## src/rtl/ee354_numlock_param.sv

```systemverilog
// ee354_numlock_param: U/Z push-button combination lock with an unlock window,
// a failed-attempt counter and a timed lockout.
// Optional feature: define NUMLOCK_PROG_EN to allow reprogramming the code
// while the lock is open (load_code/new_code). Otherwise the code is the constant CODE.
//
// state   | meaning
// IDLE    | waiting for the next digit press
// HELD    | a digit button is held, waiting for release
// OPEN    | correct code entered, unlock window running
// BAD     | wrong code or both buttons pressed, waiting for release
// LOCKOUT | too many consecutive failures, timed lockout running
module ee354_numlock_param #(
  parameter int                  CODE_LEN       = 4,
  parameter logic [CODE_LEN-1:0] CODE           = 4'b1011,
  parameter int                  MAX_TRIES      = 3,
  parameter int                  OPEN_CYCLES    = 8,
  parameter int                  LOCKOUT_CYCLES = 16
) (
  input  logic                clk,
  input  logic                reset,
  input  logic                U,
  input  logic                Z,
  input  logic                load_code,
  input  logic [CODE_LEN-1:0] new_code,
  output logic                unlock,
  output logic                bad,
  output logic                locked_out,
  output logic [2:0]          state_num,
  output logic [3:0]          digit_idx,
  output logic [3:0]          fail_cnt
);

  localparam int TMAX = (OPEN_CYCLES > LOCKOUT_CYCLES) ? OPEN_CYCLES : LOCKOUT_CYCLES;
  localparam int TW   = $clog2(TMAX + 1);

  typedef enum logic [2:0] {
    S_IDLE    = 3'd0,
    S_HELD    = 3'd1,
    S_OPEN    = 3'd2,
    S_BAD     = 3'd3,
    S_LOCKOUT = 3'd4
  } state_t;

  state_t        state_q, state_d;
  logic [3:0]    idx_q, idx_d;
  logic [3:0]    fail_q, fail_d;
  logic          match_q, match_d;
  logic [TW-1:0] timer_q, timer_d;

  logic [CODE_LEN-1:0] code_cur;
  logic [CODE_LEN-1:0] code_shift;
  logic                code_bit;
  logic [3:0]          idx_inc;
  logic [3:0]          fail_inc;
  logic                enter_bad;
  logic                enter_open;

`ifdef NUMLOCK_PROG_EN
  logic [CODE_LEN-1:0] code_q;

  // Code register: reloadable only while open; takes effect on the next attempt.
  always_ff @(posedge clk or posedge reset) begin
    if (reset) begin
      code_q <= CODE;
    end else if (state_q == S_OPEN && load_code) begin
      code_q <= new_code;
    end
  end

  assign code_cur = code_q;
`else
  logic unused_prog;

  assign code_cur    = CODE;
  assign unused_prog = ^{load_code, new_code};
`endif

  // Digits are entered MSB first, so digit n compares against bit CODE_LEN-1-n.
  assign code_shift = code_cur >> (4'(CODE_LEN - 1) - idx_q);
  assign code_bit   = code_shift[0];
  assign idx_inc    = idx_q + 4'd1;
  assign fail_inc   = (fail_q == 4'hF) ? fail_q : fail_q + 4'd1;

  // State and datapath registers.
  always_ff @(posedge clk or posedge reset) begin
    if (reset) begin
      state_q <= S_IDLE;
      idx_q   <= '0;
      fail_q  <= '0;
      match_q <= 1'b1;
      timer_q <= '0;
    end else begin
      state_q <= state_d;
      idx_q   <= idx_d;
      fail_q  <= fail_d;
      match_q <= match_d;
      timer_q <= timer_d;
    end
  end

  // Next-state logic; entry actions for BAD and OPEN are shared via flags.
  always_comb begin
    state_d    = state_q;
    idx_d      = idx_q;
    fail_d     = fail_q;
    match_d    = match_q;
    timer_d    = timer_q;
    enter_bad  = 1'b0;
    enter_open = 1'b0;

    case (state_q)
      S_IDLE: begin
        if (U && Z) begin
          enter_bad = 1'b1;
        end else if (U ^ Z) begin
          state_d = S_HELD;
          match_d = match_q & (U == code_bit);
        end
      end
      S_HELD: begin
        if (U && Z) begin
          enter_bad = 1'b1;
        end else if (!U && !Z) begin
          // The full code is always taken before a verdict is given.
          if (idx_inc == 4'(CODE_LEN)) begin
            if (match_q) enter_open = 1'b1;
            else         enter_bad  = 1'b1;
          end else begin
            idx_d   = idx_inc;
            state_d = S_IDLE;
          end
        end
      end
      S_OPEN: begin
        if (timer_q == '0) state_d = S_IDLE;
        else               timer_d = timer_q - 1'b1;
      end
      S_BAD: begin
        if (!U && !Z) begin
          if (fail_q >= 4'(MAX_TRIES)) begin
            state_d = S_LOCKOUT;
            timer_d = TW'(LOCKOUT_CYCLES - 1);
          end else begin
            state_d = S_IDLE;
          end
        end
      end
      S_LOCKOUT: begin
        if (timer_q == '0) begin
          state_d = S_IDLE;
          fail_d  = '0;
        end else begin
          timer_d = timer_q - 1'b1;
        end
      end
      default: state_d = S_IDLE;
    endcase

    if (enter_bad) begin
      state_d = S_BAD;
      fail_d  = fail_inc;
      idx_d   = '0;
      match_d = 1'b1;
    end
    if (enter_open) begin
      state_d = S_OPEN;
      fail_d  = '0;
      idx_d   = '0;
      match_d = 1'b1;
      timer_d = TW'(OPEN_CYCLES - 1);
    end
  end

  assign unlock     = (state_q == S_OPEN);
  assign bad        = (state_q == S_BAD);
  assign locked_out = (state_q == S_LOCKOUT);
  assign state_num  = state_q;
  assign digit_idx  = idx_q;
  assign fail_cnt   = fail_q;

endmodule

```

## config.mk

```make
export PLATFORM = sky130hd
export DESIGN_NAME = ee354_numlock_param
export DESIGN_NICKNAME = d
export VERILOG_FILES = /design/src/rtl/ee354_numlock_param.sv
export SDC_FILE = /design/constraint.sdc
export NUM_CORES = 1
export LEC_CHECK = 0
export ABC_AREA = 1
export CAP_MARGIN = 20
export CORE_ASPECT_RATIO = 0.5
export CORE_MARGIN = 2
export CORE_UTILIZATION = 40
export CTS_BUF_LIST = sky130_fd_sc_hd__clkbuf_16
export DETAILED_ROUTE_END_ITERATION = 7
export SLEW_MARGIN = 15
export SYNTH_ARGS = -nofsm -noshare
export SYNTH_HDL_FRONTEND = slang
export SYNTH_SLANG_ARGS = --single-unit
```

## constraint.sdc

```tcl
create_clock -name clk -period 4.95 [get_ports clk]
set_input_delay 1.485 -clock clk [delete_from_list [all_inputs] [get_ports clk]]
set_output_delay 1.485 -clock clk [all_outputs]
set_load 0.02 [all_outputs]
```

# Word level (Yosys, flattened, before mapping)

Index checks and enable logic that the tools add are counted.

Bits of input ports: 9
Bits in registers: 17

Equal/unequal tests: 20
Shifts and indexed selects: 1
$add $sub $neg: 4
Bitwise operators: 2
Multiplexer cells: 43
Reductions and logical operators: 19
Magnitude comparators: 1

Operator list:

| operator            | number |
|---|---|
| $mux 4              | 11 |
| $mux 3              | 10 |
| $reduce_bool 3->1   | 7 |
| $mux 5              | 4 |
| $ne 4x4->1 const B  | 5 |
| $mux 1              | 15 |
| $ne 3x3->1 const B  | 4 |
| $pmux 3 s4          | 1 |
| $pmux 5 s2          | 1 |
| $add 4x1->4 const B | 2 |
| $ne 4x1->1 const B  | 2 |
| $reduce_and 4->1    | 2 |
| $reduce_and 7->1    | 1 |
| $eq 3x2->1 const B  | 2 |
| $ne 3x1->1 const B  | 2 |
| $reduce_and 3->1    | 2 |
| $logic_not 5->1     | 1 |
| $sub 5x1->5 const B | 1 |
| $eq 4x3->1 const B  | 1 |
| $eq 4x4->1 const B  | 1 |
| $ge 4x2->1 const B  | 1 |
| $shr 4x4->1 const A | 1 |
| $sub 2x4->4 const A | 1 |
| $eq 3x1->1 const B  | 1 |
| other kinds (9)     | 11 |

# Logic depth before layout (Yosys ltp)

Gate-level depths: netlist of run 1.

Depth in word-level cells: 9
Mapped depth: 13

# Worst setup path after synthesis of run 1

No wires, ideal clock.

Path kind: in2reg
Start point: input port U
End point: register timer_q[1]
Path buffers: 0
Setup slack: 2315 ps
Cell stages on the path: 10
Setup time: 83 ps
Data arrival time: 2552 ps
Required time: 4867 ps
Path through: inv_1 -> ha_1 -> inv_1 -> nor2_1 -> nand2_2 -> clkinv_2 -> nand4_4 -> a21boi_4 -> o21ai_0 -> o21ai_0

Word-level cells in the longest chain between the ends: 7
Elaborated cells on any way between the ends: 12
Classes of those cells: eq/ne (3); mux (4); reduce/logical (5)

Ends and longest elaborated chain:

| element                                                   | line     | RTL |
|---|---|---|
| from (decl)                                               | 21       | `input logic U,` |
| $logic_not 1->1                                           | 123, 139 |  |
| $logic_and 1x1->1                                         | 123, 139 |  |
| $mux 1                                                    | 123      | `end else if (!U && !Z) begin` |
| $mux 1                                                    | 121      | `if (U && Z) begin` |
| $mux 1                                                    | 111      | `case (state_q)` |
| $ne 3x1->1 (no source line), or another cell as far along | --       |  |
| $reduce_and 4->1 (no source line)                         | --       |  |
| to (signal assigned)                                      | 97       | `timer_q <= timer_d;` |
| to (decl)                                                 | 48       | `logic [TW-1:0] timer_q, timer_d;` |

Several ways; a longest one is shown, not always the timed one.
A chain may end at the register's enable or synchronous reset.

# Worst setup path in the final report of run 1

Start point: register state_q[2], in the netlist state_num[2]
End point: output port bad

Word-level cells in the longest chain between the ends: 1

Ends and longest elaborated chain:

| element                | line | RTL |
|---|---|---|
| from (decl)            | 44   | `state_t state_q, state_d;` |
| from (signal assigned) | 93   | `state_q <= state_d;` |
| $eq 3x2->1             | 175  | `assign bad = (state_q == S_BAD);` |
| to (decl)              | 26   | `output logic bad,` |

No other way between the ends.

==> flow_summary.ini, run 1 <==
[yosys]
synth_area_leader_cell = dfrtp_1
synth_area_leaders = dfrtp_1, nand2_1, inv_1
synth_fa_ha_area_share_pct = 7.035
synthesis.nets = 189
synth_compound_area_share_pct = 9.950
yosys.area_share.xor_xnor_pct = 2.814
yosysWarnings = 0
synthCells = 173
syn_avg_cell_area_um2 = 7.196
yosys.area_share.simple_pct = 36.08
synth.area.mux_share_pct = 0
yosys.cell_types.count = 26
synth-seq-cells = 17
syn-cell-area_um2 = 1245
synth.yosys.seq_area_share_pct = 34.27
synth.top_cell.area_share_pct = 32.16
synth_top_family_by_area = simple AND/OR/NAND/NOR gates

[run_status]
status = complete, no violations

[setup_path]
arrival_ps = 1730
path_buf_inv = 2
cpMaxStageDelayCell = clkdlybuf4s50_1
path_max_fanout = 5
path_cells = inv_1, nand2_1, nor2_2, clkdlybuf4s50_1
slowest_delay_ps = 640
required_ps = 3460
crit_path_end_kind = output pin
crit_type = flop to output pin
cp-start-kind = flop
critical-path-top-delay-family = buffers and inverters

[final_layout]
multi_input_area_um2 = 695.7
syn_to_final_growth_pct = 24.12
drive_above_1_share_pct = 11.34
diodes = 0
final_util_pct = 51.89
nets = 211
fin_cells = 234
nFillCells = 292
fin_area_um2 = 1545
final-seq-area_um2 = 426.7

[floorplan]
dieArea_um2 = 3602
die_h_um = 43.45
ios = 23
rows = 14
core_um2 = 2978
die_w_um = 82.90
initial_core_util_pct = 41.81

[clock_tree]
cts.sinks = 17
clock_latency_ps = 250
cts_buffer_depth = 2
ctsHtreeMaxLevel = 1
cts_resized = 0
path_clk_slew_ps = 50
tritoncts = yes
postCtsSetupBuffers = 0
cts_buffers = 3
root_buffer = clkbuf_16
cts_hold_buffers = 0

[placed_design]
dp_hpwl_um = 1952
placed_cell_area_um2 = 1465
dp_cells = 230
io_buffer_count = 17
gp_congestion = 0.7389

[sta]
worstMarginPinSlew_ps = 656.1
period_needed_ps = 3220
fin_skew_ps = 1.585
fmax_mhz = 310.6
hold_violations = 0
slew_viol_final = 0
finalSetupTns_ps = 0
whs_ps = 520.1
maxSlewHeadroom_pct = 56.21
rsz0062_at_grt = no
setup_viol = 0
fin_crit_sh_pct = 65.05

[power_and_ir_drop]
p_int_mw = 0.4655
pwr_density_cell_nw_per_um2 = 531.9
pwr-share-seq_pct = 31.0
switching_share_pct = 43.36
p_sw_mw = 0.3564
pwr-share-comb_pct = 48.9
p_leak_nw = 0.7733
ir_worst_vdd_mv = 0.2545
clkPwrFrac_pct = 20.0

[global_routing]
grt_antenna_before_repair = 0
grt_pass1_vias = 979
track_usage_pct = 15.57
grt_max_degree = 18
overflow = 0
grt_pass1_wl_um = 4443

[drt]
postRouteAntennaNets = 0
via_per_inst = 4.791
post-route-drc-count = 0
wirelength_um = 2516
wl_per_cell_um = 10.75
vias = 1121
drt_iter0_drc = 76
drtPass1Iterations = 4

[hold_path]
hp-class = flop to flop

[job]
cap_violations = 0
[flip-flops by register name, indices dropped and copies added (netlist names)]
name       cells
match_q        1
state_num      3
timer_q        5
fail_cnt       4
digit_idx      4
[final timing paths]
kind / startpoint / end / slack, ps / depth (start not counted)
max in group asynchronous: reset / state_num[1]$_DFFE_PP0P_ / 2900 / 2
min in group asynchronous: reset / timer_q[4]$_DFFE_PP0P_ / 1630 / 2
worst max-delay path: state_num[2]$_DFFE_PP0P_ / bad / 1730 / 4
worst max register to register: digit_idx[1]$_DFFE_PP0P_ / fail_cnt[0]$_DFFE_PP0P_ / 3160 / 12
worst min register to register: match_q$_DFFE_PP1P_ / match_q$_DFFE_PP1P_ / 520 / 2
worst min-delay path: match_q$_DFFE_PP1P_ / match_q$_DFFE_PP1P_ / 520 / 2
[Yosys cell counts]
| cell type | instances |
|---|---|
| a21boi_4 | 1 |
| or2_2 | 1 |
| ha_1 | 7 |
| nand4_4 | 1 |
| a21oi_1 | 4 |
| xor2_1 | 4 |
| o21ai_2 | 2 |
| nor2_1 | 18 |
| nand2_4 | 1 |
| nor2_4 | 1 |
| nand2_1 | 42 |
| o211ai_1 | 2 |
| dfrtp_1 | 16 |
| nand3_1 | 18 |
| a21boi_0 | 1 |
| nor3_4 | 1 |
| clkinv_2 | 2 |
| inv_2 | 2 |
| inv_1 | 28 |
| nand2_2 | 4 |
| o21ai_0 | 9 |
| nor2_2 | 1 |
| nand3b_1 | 1 |
| nor3_1 | 2 |
| dfstp_2 | 1 |
| nand4_1 | 3 |
[layer usage]
metal / GRT usage [%] / up-vias / part of all wire [%]
met5: 0 / - / 0
met4: 4.918 / 0 / 1.5
met3: 4.952 / 4 / 3.5
met2: 23.55 / 17 / 40
met1: 21.59 / 504 / 55
li1: - / 596 / -
[cells by family after synthesis]
logic type | after synthesis
adders and majority gates | 7
xor gates and xnor gates | 4
DFF | 17
AOI/OAI and AO/OA | 19
buffers and inverters | 32
and+or+nand+nor | 94
[layout make-up]
| class | instances | share of cell area, % |
|---|---|---|
| clock inverters | 1 | 0.3239 |
| clock buffers | 3 | 4.858 |
| repair buffers | 17 | 11.01 |
| flip-flops and latches | 17 | 27.61 |
| well taps | 40 | 3.239 |
| inverters | 32 | 7.935 |
| multi-input cells | 124 | 45.02 |
[stage by stage]
stage	worst slack [ps]	power, mW
final	1730	0.8219
after floorplan	2315	0.5329
after global routing	1602	0.8993
after CTS	1710	0.8313
after global placement	1666	0.6551
after detailed placement	1643	0.6620
[tightest hold or removal path: cells and delay by family, from the launching register on]
family             cells  cell delay (ps)
AOI/OAI and AO/OA      1               70
DFF                    1              390
and+or+nand+nor        1               50
[power by group through the flow]
stage	combinational, mW	sequential (mW)	clock (mW)
CTS	0.406	0.256	0.170
finish	0.402	0.255	0.165
detailed placement	0.405	0.257	0
global placement	0.400	0.255	0
global route	0.457	0.267	0.176
floorplan	0.253	0.280	0
[layout by cell type (no fill, tap or decap)]
cell             count
ha_1                 7
nor3_4               1
nor2_4               1
xor2_1               4
clkinv_2             3
nand3_1             18
a21oi_1              4
nand4_4              1
dfstp_2              1
nor2_1              18
clkbuf_16            3
inv_1               28
dfrtp_1             16
nand2_4              1
o21ai_0              9
o21ai_2              2
or2_2                1
a21boi_4             1
o211ai_1             2
nand2_1             42
nor3_1               2
nand3b_1             1
inv_2                2
clkdlybuf4s50_1     17
nand4_1              3
nand2_2              4
a21boi_0             1
nor2_2               1
No activity file was read; power rests on OpenSTA's default activity.
==> run 2, diff against run 1 <==
- PLACE_DENSITY: default -> 0.66
- clock period: 4.95 -> 2.6 ns (I/O delays scaled with it)
==> flow_summary.ini, run 2 (synthesized netlist as in run 1, its figures left out) <==
[placed_design]
placed_cell_area_um2 = 1480
gp_congestion = 0.7896
io_buffer_count = 17
dp_hpwl_um = 1924

[hold_path]
hp-class = flop to flop
hold_path_depth = 2

[final_layout]
nets = 213
mostFrequentLayoutCell = nand2_1
diodes = 0
fin_area_um2 = 1560
regMostFlops = timer_q
syn_to_final_growth_pct = 25.33
layout_common_cells = nand2_1, inv_1, nand3_1, nor2_1, clkdlybuf4s50_1
drive_above_1_share_pct = 12.24
largest_reg_flops = 5

[floorplan]
ios = 23
dieArea_um2 = 3602
initial_core_util_pct = 41.81
rows = 14
die_w_um = 82.90
core_um2 = 2978
die_h_um = 43.45

[sta]
maxSlewHeadroom_pct = 55.24
worstMarginPinSlew_ps = 670.7
setup_viol = 0
fin_crit_sh_pct = 93.47
fmax_mhz = 411.5
rsz0062_at_grt = no
finalSetupTns_ps = 0
fin_skew_ps = 3.372
hold_violations = 0
period_needed_ps = 2430
slew_viol_final = 0

[setup_path]
required_ps = 1820
crit_cells = 4
path_max_fanout = 5
crit_path_end_kind = output pin
critical-path-top-delay-family = buffers and inverters
reg2reg_depth = 12
cp-start-kind = flop
arrival_ps = 1650
slowest_delay_ps = 610
path_cells = inv_1, nand2_1, nor2_2, clkdlybuf4s50_1
cpMaxStageDelayCell = clkdlybuf4s50_1
path_buf_inv = 2
crit_type = flop to output pin

[global_routing]
grt_pass1_wl_um = 4243
track_usage_pct = 14.91
grt_antenna_before_repair = 0
grt_pass1_vias = 970
grt_max_degree = 18
overflow = 0

[clock_tree]
tritoncts = yes
cts_resized = 0
cts_buffers = 3
path_clk_slew_ps = 50
cts_hold_buffers = 0
root_buffer = clkbuf_16
clock_latency_ps = 250
cts_buffer_depth = 2
cts.sinks = 17
ctsHtreeMaxLevel = 1
postCtsSetupBuffers = 0

[drt]
post-route-drc-count = 0
wl_met1_um = 1361
wirelength_um = 2540
dr_wl_met2_um = 1077
wl_met3_um = 75
via_per_inst = 4.703
wl_per_cell_um = 10.76
vias = 1110
postRouteAntennaNets = 0
topRoutingLayerUsed = met4
drt_iter0_drc = 33
drtPass1Iterations = 4

[power_and_ir_drop]
p_leak_nw = 0.7838
pwr-share-comb_pct = 49.4
clkPwrFrac_pct = 20.0
pwr_density_cell_nw_per_um2 = 1009
p_sw_mw = 0.6815
p_int_mw = 0.8929
pwr-share-seq_pct = 30.6
switching_share_pct = 43.29
ir_worst_vdd_mv = 0.5450

[run_status]
status = complete, no violations

[job]
cap_violations = 0
==> run 2: metal layers <==
metal,track usage (%),vias to the layer above
met5,0,-
met1,20.10,501
met4,3.934,0
met3,4.571,2
met2,23.87,12
li1,-,595
==> run 2: power by group through the flow <==
stage	logic (mW)	registers, mW	clock network (mW)
6_report	0.778	0.482	0.314
3_3_place_gp	0.764	0.486	0
4_1_cts	0.782	0.485	0.327
2_1_floorplan	0.481	0.533	0
3_5_place_dp	0.774	0.489	0
5_1_grt	0.872	0.504	0.340
==> run 2: per-stage QoR <==
step / std cells / hold WS (ps) / power [mW] / utilization (%) / setup WS, ps
floorplan: 173 / 486.7 / 1.015 / - / 669.9
global placement: 232 / 502.0 / 1.250 / 49.71 / 77.15
detailed placement: 232 / 509.8 / 1.263 / 49.71 / 60.50
CTS: 236 / 518.0 / 1.594 / 52.40 / 155.4
global route: 236 / 549.2 / 1.716 / 52.40 / 64.79
finish: 236 / 511.0 / 1.574 / 52.40 / 169.7
==> run 2: worst paths after layout <==
path / end / from / slack (ps)
max: bad / state_num[2]$_DFFE_PP0P_ / 170
min: match_q$_DFFE_PP1P_ / match_q$_DFFE_PP1P_ / 510
max reg2reg: fail_cnt[1]$_DFFE_PP0P_ / digit_idx[1]$_DFFE_PP0P_ / 800
min reg2reg: match_q$_DFFE_PP1P_ / match_q$_DFFE_PP1P_ / 510
max in group asynchronous: state_num[1]$_DFFE_PP0P_ / reset / 1240
min in group asynchronous: fail_cnt[2]$_DFFE_PP0P_ / reset / 930
==> run 2: layout make-up <==
cell class | instances | area [um^2]
fillers | 289 | 1418
multi-input cells | 124 | 695.7
flip-flops and latches | 17 | 426.7
repair buffers | 19 | 185.2
inverters | 32 | 122.6
clock buffers | 3 | 75.07
well taps | 40 | 50.05
clock inverters | 1 | 5.005
==> run 2: worst reg2reg max path, cell delays in order (launching register included) <==
cell and delay (ps):
dfrtp_1 450, ha_1 200, inv_1 50, nand2_1 70
nand2_1 90, nor2_4 150, nand3_1 120, nand2_2 90
nand2_4 90, nand3_1 150, nand2_2 100, nand2_1 70
nand2_1 50
==> run 3, diff against run 2 <==
- CAP_MARGIN: 20 -> 0
==> results of run 3 <==
No change in the layout: final DEF, timing and power equal those of run 2.
